**config.mk**
```make
export PLATFORM = sky130hd
export DESIGN_NAME = dbg_frame_tx_flat
export DESIGN_NICKNAME = d
export VERILOG_FILES = /design/src/rtl/dbg_pkg.sv /design/src/rtl/dbg_frame_tx_if.sv /design/src/rtl/dbg_frame_shreg.sv /design/src/rtl/dbg_frame_tx.sv /design/src/flat_wrapper.sv
export SDC_FILE = /design/constraint.sdc
export NUM_CORES = 2
export LEC_CHECK = 0
export BUFFER_PORTS_ARGS = -buffer_cell sky130_fd_sc_hd__buf_4
export CAP_MARGIN = 40
export CORE_AREA = 8 8 552 554
export DETAILED_ROUTE_END_ITERATION = 10
export DIE_AREA = 0 0 560 562
export SYNTH_ARGS = -nofsm -noshare
export SYNTH_HDL_FRONTEND = slang
export SYNTH_SLANG_ARGS = --single-unit
```
**constraint.sdc**
```tcl
create_clock -name clk -period 2.27 [get_ports clk]
set_clock_uncertainty 0.05 [all_clocks]
set_input_delay 0.1135 -clock clk [delete_from_list [all_inputs] [get_ports clk]]
set_output_delay 0.1135 -clock clk [all_outputs]
set_load 0.005 [all_outputs]
```
**src/rtl/dbg_pkg.sv**
```systemverilog
// dbg_pkg: shared constants, snapshot field widths and FSM state type for the debug frame transmitter
package dbg_pkg;
  localparam logic [7:0] DBG_HDR_BYTE = 8'hA5;
  localparam int DBG_CNT_W = 9;
  localparam int DBG_PC_W = 7;
  localparam int DBG_INSTR_W = 32;
  localparam int DBG_IF_ID_W = 39;
  localparam int DBG_ID_EX_W = 127;
  localparam int DBG_EX_M_W = 72;
  localparam int DBG_M_WB_W = 71;
  localparam int DBG_REGS_W = 1024;
  localparam int DBG_DATA_W = 32;
  typedef enum logic [1:0] {IDLE, ISSUE, WAIT, DONE} state_t;
endpackage

```
**src/rtl/dbg_frame_tx_if.sv**
```systemverilog
// dbg_frame_tx_if: byte handshake to uart_tx (tx_start/tx_bus from master, tx_done_tick from slave)
interface dbg_frame_tx_if;
  logic tx_start;
  logic [7:0] tx_bus;
  logic tx_done_tick;
  modport master(output tx_start, tx_bus, input tx_done_tick);
  modport slave(input tx_start, tx_bus, output tx_done_tick);
endinterface

```
**src/rtl/dbg_frame_shreg.sv**
```systemverilog
// dbg_frame_shreg: loadable right-shift register; ports clk, rst, load, shift, d[W-1:0] in; q[7:0] = low byte out
module dbg_frame_shreg #(
  parameter int W = 1408
) (
  input  logic         clk,
  input  logic         rst,
  input  logic         load,
  input  logic         shift,
  input  logic [W-1:0] d,
  output logic [7:0]   q
);
  logic [W-1:0] r;
  always_ff @(posedge clk) begin
    if (rst) r <= '0;
    else if (load) r <= d;
    else if (shift) r <= r >> 8;
  end
  assign q = r[7:0];
endmodule

```
**src/rtl/dbg_frame_tx.sv**
```systemverilog
// dbg_frame_tx: serialises a snapshot as HDR, length, payload (LSB byte first) and, with DBG_FRAME_CHECKSUM_EN, an XOR checksum byte
// ports: clk, rst, start, frame in; tx (dbg_frame_tx_if.master: tx_start, tx_bus out, tx_done_tick in); busy, done out
module dbg_frame_tx
  import dbg_pkg::*;
#(
  parameter int         FRAME_BYTES = 176,
  parameter logic [7:0] HDR_BYTE    = DBG_HDR_BYTE
) (
  input  logic                     clk,
  input  logic                     rst,
  input  logic                     start,
  input  logic [FRAME_BYTES*8-1:0] frame,
  dbg_frame_tx_if.master           tx,
  output logic                     busy,
  output logic                     done
);
  localparam logic [7:0] LEN = 8'(FRAME_BYTES);
  localparam logic [DBG_CNT_W-1:0] PAY_END = DBG_CNT_W'(FRAME_BYTES + 1);
`ifdef DBG_FRAME_CHECKSUM_EN
  localparam logic [DBG_CNT_W-1:0] LAST = DBG_CNT_W'(FRAME_BYTES + 2);
`else
  localparam logic [DBG_CNT_W-1:0] LAST = PAY_END;
`endif
  state_t state, state_n;
  logic [DBG_CNT_W-1:0] cnt;
  logic [7:0] q, cur;
  logic load, shift, fin;
  assign load = state == IDLE && start;
  assign shift = state == ISSUE && cnt >= DBG_CNT_W'(2) && cnt <= PAY_END;
  assign fin = state == WAIT && tx.tx_done_tick;
  dbg_frame_shreg #(.W(FRAME_BYTES*8)) u_shreg (
    .clk(clk), .rst(rst), .load(load), .shift(shift), .d(frame), .q(q)
  );
`ifdef DBG_FRAME_CHECKSUM_EN
  logic [7:0] ck;
  assign cur = cnt == '0 ? HDR_BYTE : cnt == DBG_CNT_W'(1) ? LEN : cnt == LAST ? ck : q;
  // covers the length byte and every payload byte, not the header
  always_ff @(posedge clk) begin
    if (rst || load) ck <= '0;
    else if (state == ISSUE && cnt != '0 && cnt <= PAY_END) ck <= ck ^ cur;
  end
`else
  assign cur = cnt == '0 ? HDR_BYTE : cnt == DBG_CNT_W'(1) ? LEN : q;
`endif
  always_comb begin
    state_n = state;
    case (state)
      IDLE:  state_n = start ? ISSUE : IDLE;
      ISSUE: state_n = WAIT;
      WAIT:  state_n = tx.tx_done_tick ? (cnt == LAST ? DONE : ISSUE) : WAIT;
      DONE:  state_n = IDLE;
      default: state_n = IDLE;
    endcase
  end
  always_ff @(posedge clk) begin
    if (rst) begin
      state <= IDLE;
      cnt <= '0;
      tx.tx_start <= 1'b0;
      tx.tx_bus <= '0;
      busy <= 1'b0;
      done <= 1'b0;
    end else begin
      state <= state_n;
      cnt <= load ? '0 : fin && cnt != LAST ? cnt + DBG_CNT_W'(1) : cnt;
      tx.tx_start <= state == ISSUE;
      tx.tx_bus <= state == ISSUE ? cur : tx.tx_bus;
      busy <= state_n != IDLE;
      done <= fin && cnt == LAST;
    end
  end
endmodule

```
**src/flat_wrapper.sv**
```systemverilog
// flat-port wrapper written by rule: the top's interface ports become plain ports
module dbg_frame_tx_flat import dbg_pkg::*;
#(
  parameter int         FRAME_BYTES = 176,
  parameter logic [7:0] HDR_BYTE    = DBG_HDR_BYTE
)
  (clk, rst, start, frame, busy, done, tx_tx_start, tx_tx_bus, tx_tx_done_tick);
  dbg_frame_tx_if tx_i ();
  input  logic clk;
  input  logic rst;
  input  logic start;
  input  logic [FRAME_BYTES*8-1:0] frame;
  output logic busy;
  output logic done;
  output wire logic [$bits(tx_i.tx_start)-1:0] tx_tx_start;
  output wire logic [$bits(tx_i.tx_bus)-1:0] tx_tx_bus;
  input wire logic [$bits(tx_i.tx_done_tick)-1:0] tx_tx_done_tick;
  assign tx_tx_start = tx_i.tx_start;
  assign tx_tx_bus = tx_i.tx_bus;
  assign tx_i.tx_done_tick = tx_tx_done_tick;
  dbg_frame_tx #(.FRAME_BYTES(FRAME_BYTES), .HDR_BYTE(HDR_BYTE)) u_core (.clk(clk), .rst(rst), .start(start), .frame(frame), .tx(tx_i), .busy(busy), .done(done));
endmodule
```
After elaboration in Yosys (flattened, before gate mapping)
Index checks and enable logic that the tools add are counted.
Storage, ports and cells
  register bits after elaboration: 1430
  bits of input ports: 1412
  output and inout port bits: 11
  logic and storage cells: 35
Operators by class
  add/sub/neg operators: 1
  magnitude comparators: 2
  eq/ne operators: 6
  mux-type cells: 8
  reduce and logical (&&, ||, !) cells: 11
Operators by type and width (number)
  2-to-1 mux 1408 bit: 2
  2-to-1 mux 8 bit: 2
  adder 9 x 1 -> 9 bit (second input constant): 1
  == test 9 x 1 -> 1 bit (second input constant): 1
  == test 9 x 8 -> 1 bit (second input constant): 1
  greater-or-equal comparator 9 x 2 -> 1 bit (second input constant): 1
  less-or-equal comparator 9 x 8 -> 1 bit (second input constant): 1
  logical NOT 9 bit: 1
  inequality test 9 x 8 -> 1 bit (second input constant): 1
  one-hot mux 2 bit (4 select lines): 1
  logical AND 1 bit: 6
  == test 2 bit (second input constant): 2
  2-to-1 mux 2 bit: 2
  nonzero test 2 bit: 2
  == test 2 x 1 -> 1 bit (second input constant): 1
  logical NOT 2 bit: 1
  OR reduction 2 bit: 1
  2-to-1 mux 1 bit: 1

Depth between registers and ports, before layout
  word-level depth: 5
  mapped depth: 10
  depth with buffers taken out: 6

Hierarchy
A second synthesis with hierarchy kept.
Unflattened totals
  cells, all modules: 6395
  area, all modules: 71825.1 um^2
Modules (own cells, without submodules)
  dbg_frame_shreg: instances 1, cells each 6267, area each 70722.8 um^2, sequential area each 28187.0 um^2
  dbg_frame_tx: instances 1, cells each 128, area each 1102.3 um^2, sequential area each 440.4 um^2

Worst setup path before layout
Ideal clock, no wire load.
  path kind: register to register
  start point: register u_core.cnt[1]
  end point: register u_core.u_shreg.r[353]
  library setup time: 0.146 ns
  arrival: 2.117 ns
  required time: 2.074 ns
  slack: -0.043 ns
  cell stages (with the launch flop): 11
  path buffers: 4
  clock period less this slack: 2.313 ns
  cells stage by stage: dfxtp_1 > inv_1 > ha_1 > o21bai_1 > a211oi_1 > buf_2 > buf_2 > buf_4 > clkbuf_1 > o31a_1 > a211oi_2
Between the ends
  longest elaborated chain between the ends: 4
  elaborated cells on any way between the ends: 5
  classes of those cells: order compare (2); reduce/logical (3)
RTL lines
  start: declaration: line dbg_frame_tx.sv:25  | logic [DBG_CNT_W-1:0] cnt;
  start signal: assignment: line dbg_frame_tx.sv:65  | cnt <= load ? '0 : fin && cnt != LAST ? cnt + DBG_CNT_W'(1) : cnt;
  greater-or-equal comparator 9 x 2 -> 1 bit: line dbg_frame_tx.sv:29  | assign shift = state == ISSUE && cnt >= DBG_CNT_W'(2) && cnt <= PAY_END;
  logical AND 1 bit: line dbg_frame_tx.sv:29
  logical AND 1 bit (*): line dbg_frame_tx.sv:29
  nonzero test 2 bit (no line) (*)
  end signal: assignment: line dbg_frame_shreg.sv:16  | else if (shift) r <= r >> 8;
  end: declaration: line dbg_frame_shreg.sv:12  | logic [W-1:0] r;
Mark *: on every way between the ends. The rest lies on a longest branch, timed or not.
A chain may end at the register's enable or synchronous reset.

Worst setup path after layout
  start point: register u_core.cnt[1]
  end point: register u_core.u_shreg.r[322]
Same word-level chain as after synthesis.

==> flow_summary.toml <==
[logic_synthesis]
synth_top_area_cell = "dfxtp_1"
ys_seq_area_share_pct = 35.86
synth.most_common_cell = "dfxtp_1"
synth-seq-cells = 1430
synth_area_leaders = "dfxtp_1, o31a_1, a211oi_2"
synthFlopType = "dfxtp_1"
yosys_warnings = 0
synth_area_mm2 = 0.07984
syn_inst = 9642
synth-edff-count = 0
syn_area_per_cell_um2 = 8.280
ys_async_sr_fraction_pct = 0
synth_top_area_share_pct = 35.86
synthTopCellsByCount = "dfxtp_1, nor2_1, inv_1"
ys_types = 38
syn_nets = 11060

[power_and_ir_drop]
finalPower_mw = 74.18
ir_drop_mv = 0.5852
power_frac_comb_pct = 22.1
p_leak_nw = 45.03
p_sw_mw = 21.40
p_per_area_mw_per_mm2 = 623.8
clock_power_share_pct = 39.1
p_seq_share_pct = 38.8
swShare_pct = 28.85
p_int_mw = 52.78

[floorplanning]
die_w_um = 560
io-pin-count = 1423
fp.dieH_um = 562
rows = 200
initial_core_util_pct = 26.99
die_area_mm2 = 0.3147
core-area_mm2 = 0.2958

[timing]
hold_viol = 0
slew_violations = 0
relSlewSlack_pct = 58.03
finalCritPeriodShare_pct = 107.3
setup_violations = 1232
hold_ws_ps = 80.21
rsz0062_at_grt = "yes"
fmax_mhz = 410.5
fin_ws_ps = -165.8
fin_crit_ps = 2436
tightest_slew_ps = 629.5

[finish]
drive_gt1_share_pct = 26.69
num-nets-final = 13670
final-instance-count-excl-fill = 16390
syn2layout_area_growth_pct = 48.95
fillers = 28480

[critical_path]
cp-end-kind = "register"
critical_path_class = "register to register"
worst_setup_path_start_kind = "register"
worstPathMaxFanout = 8
r2r_setup_slack_ps = -170
reg2reg_to = "u_core.u_shreg.r[322]$_SDFFE_PP0P_"
r2r_cells = 10
worstPathRequired_ps = 2950
arrival_ps = 3120
regToRegStartpoint = "u_core.cnt[1]$_SDFFE_PP0P_"

[clock_tree]
clk_pin_slew_ps = 60
insertion_delay_ps = 880
ctsLongestPathBuffers = 4
root_buffer = "clkbuf_16"
cts_buffers = 174
h-tree-depth = 4
cts_tree = "yes"
cts_sinks = 1430

[global_routing]
antenna_found_initial = 69
grt-ovfl-total = 0
grt_use_met1_pct = 24.92
grt_max_degree = 126
grt_pass1_vias = 81940
use_met2_pct = 32.07
grt_usage_pct = 19.98
grt_pass1_wl_mm = 502.8
use_met3_pct = 3.765
busiest_layer = "met2"

[hold_path]
hold_depth = 4
hold_path.class = "input port to register"
min-delay-start = "frame[1008]"
hold_path_end = "u_core.u_shreg.r[1008]$_SDFFE_PP0P_"

[routing]
wl_mm = 341.8
wl_per_cell_um = 20.86
dr_total_vias = 83220
dr.first_iter.drc_count = 7969
drc = 0
firstDrtPassIters = 10
drtAntennaViolNets = 0
routed_via_density = 5.079

[job]
maxCapViolCount = 0

[placement]
port_buffers = 1422
routabilityCongestion = 0.9102
detailed_place_hpwl_mm = 235.0
dp.cells = 14470

[run_status]
violations = "negative setup slack"
outcome = "finished, violations left"
## routing by layer
layer	part of all wire (%)	routed length [µm]
met1	42	142500
met2	45	154600
met3	6.3	21600
met4	6.7	22910
met5	0.058	197
## placed cells by master (no fill, tap or decap), drive strengths merged, types with 3 or more instances in the layout
| master | netlist | layout |
|---|---|---|
| nand3 | 4 | 4 |
| o31a | 1400 | 1400 |
| bufinv | 0 | 10 |
| o21ai | 1403 | 1403 |
| a211oi | 1404 | 1404 |
| and3 | 3 | 3 |
| nand4 | 5 | 5 |
| buf | 378 | 1999 |
| clkinv | 0 | 30 |
| nand2 | 27 | 27 |
| nor3 | 3 | 3 |
| xor2 | 6 | 6 |
| nor2 | 1419 | 1419 |
| dfxtp | 1430 | 1430 |
| bufbuf | 0 | 4 |
| clkbuf | 716 | 281 |
| a21oi | 15 | 15 |
| inv | 1403 | 1409 |
| ha | 4 | 4 |
| diode | 0 | 57 |
| dlygate4sd3 | 0 | 1509 |
## worst max-delay path, cell delays in order (launching register included)
cell,delay (ps)
dfxtp_2,340
buf_6,120
ha_1,140
nor2_1,40
a311o_2,440
buf_12,170
clkbuf_16,180
buf_12,170
buf_4,130
o31a_1,300
a211oi_2,220
## stage by stage
step / util, % / cell area [µm²] / TNS (ps) / setup slack (ps)
finish: 40.20 / 118900 / -71290 / -165.8
detailed placement: 32.59 / 96390 / -43000 / -157.5
global route: 40.19 / 118900 / -232980 / -273.5
CTS: 39.78 / 117700 / -72620 / -141.0
global placement: 32.59 / 96390 / -26110 / -107.5
floorplan: - / 79940 / -3893 / -43.26
## cell type report
class | count | area [µm²] | share of cell area (%)
inverters | 1403 | 5266 | 4.429
repair buffers | 3529 | 33370 | 28.06
well taps | 3939 | 4928 | 4.145
diodes | 57 | 142.6 | 0.1199
clock buffers | 264 | 5216 | 4.387
flip-flops and latches | 1430 | 28630 | 24.08
multi-input cells | 5715 | 40760 | 34.27
clock inverters | 48 | 605.6 | 0.5093
## registers in the layout, summed over array words and instances, names as in the netlist
name                cells
u_core.state            2
u_core.cnt              9
u_core.tx.tx_start      1
u_core.done             1
u_core.busy             1
u_core.tx.tx_bus        8
u_core.u_shreg.r     1408
## worst max path at each step
| stage | startpoint | end | slack [ps] | depth (start not counted) |
|---|---|---|---|---|
| 2_1_floorplan | u_core.cnt[1]$_SDFFE_PP0P_ | u_core.u_shreg.r[353]$_SDFFE_PP0P_ | -40 | 10 |
| 6_report | u_core.cnt[1]$_SDFFE_PP0P_ | u_core.u_shreg.r[322]$_SDFFE_PP0P_ | -170 | 10 |
| 5_1_grt | u_core.cnt[1]$_SDFFE_PP0P_ | u_core.u_shreg.r[318]$_SDFFE_PP0P_ | -270 | 10 |
| 3_3_place_gp | u_core.cnt[1]$_SDFFE_PP0P_ | u_core.u_shreg.r[879]$_SDFFE_PP0P_ | -110 | 9 |
| 3_5_place_dp | u_core.cnt[1]$_SDFFE_PP0P_ | u_core.u_shreg.r[888]$_SDFFE_PP0P_ | -160 | 9 |
| 4_1_cts | u_core.cnt[1]$_SDFFE_PP0P_ | u_core.u_shreg.r[854]$_SDFFE_PP0P_ | -140 | 9 |
## power by group through the flow
stage	Combinational, mW	Sequential (mW)	Clock (mW)
CTS	16.1	28.7	29.6
floorplan	8.74	28.8	0
detailed placement	13.9	29.3	0
global placement	13.8	29.2	0
global route	17.6	29.0	30.6
finish	16.4	28.8	29.0
## timing repair
action	in CTS	in global routing
endpoints found under the setup margin	1244	1406
hold buffers	1509	0
pin swaps	1	20
gates cloned	5	20
endpoints found under the hold margin	1428	0
buffers inserted	3	13
gates resized for setup	69	119
## cells by family (layout without fill, tap and decap cells)
kind of cell / Yosys count / count (layout) / synth area share (%)
and+or+nand+nor: 1472 / 1472 / 7.016
muxes: 1 / 1 / 0.01254
adders and majority gates: 4 / 4 / 0.06269
other: 0 / 57 / 0
AOI/OAI and AO/OA: 4230 / 4230 / 43.48
DFF: 1430 / 1430 / 35.86
xor gates and xnor gates: 8 / 8 / 0.08777
buffers and inverters: 2497 / 5244 / 13.48
Power figures use the tool's default switching activity.
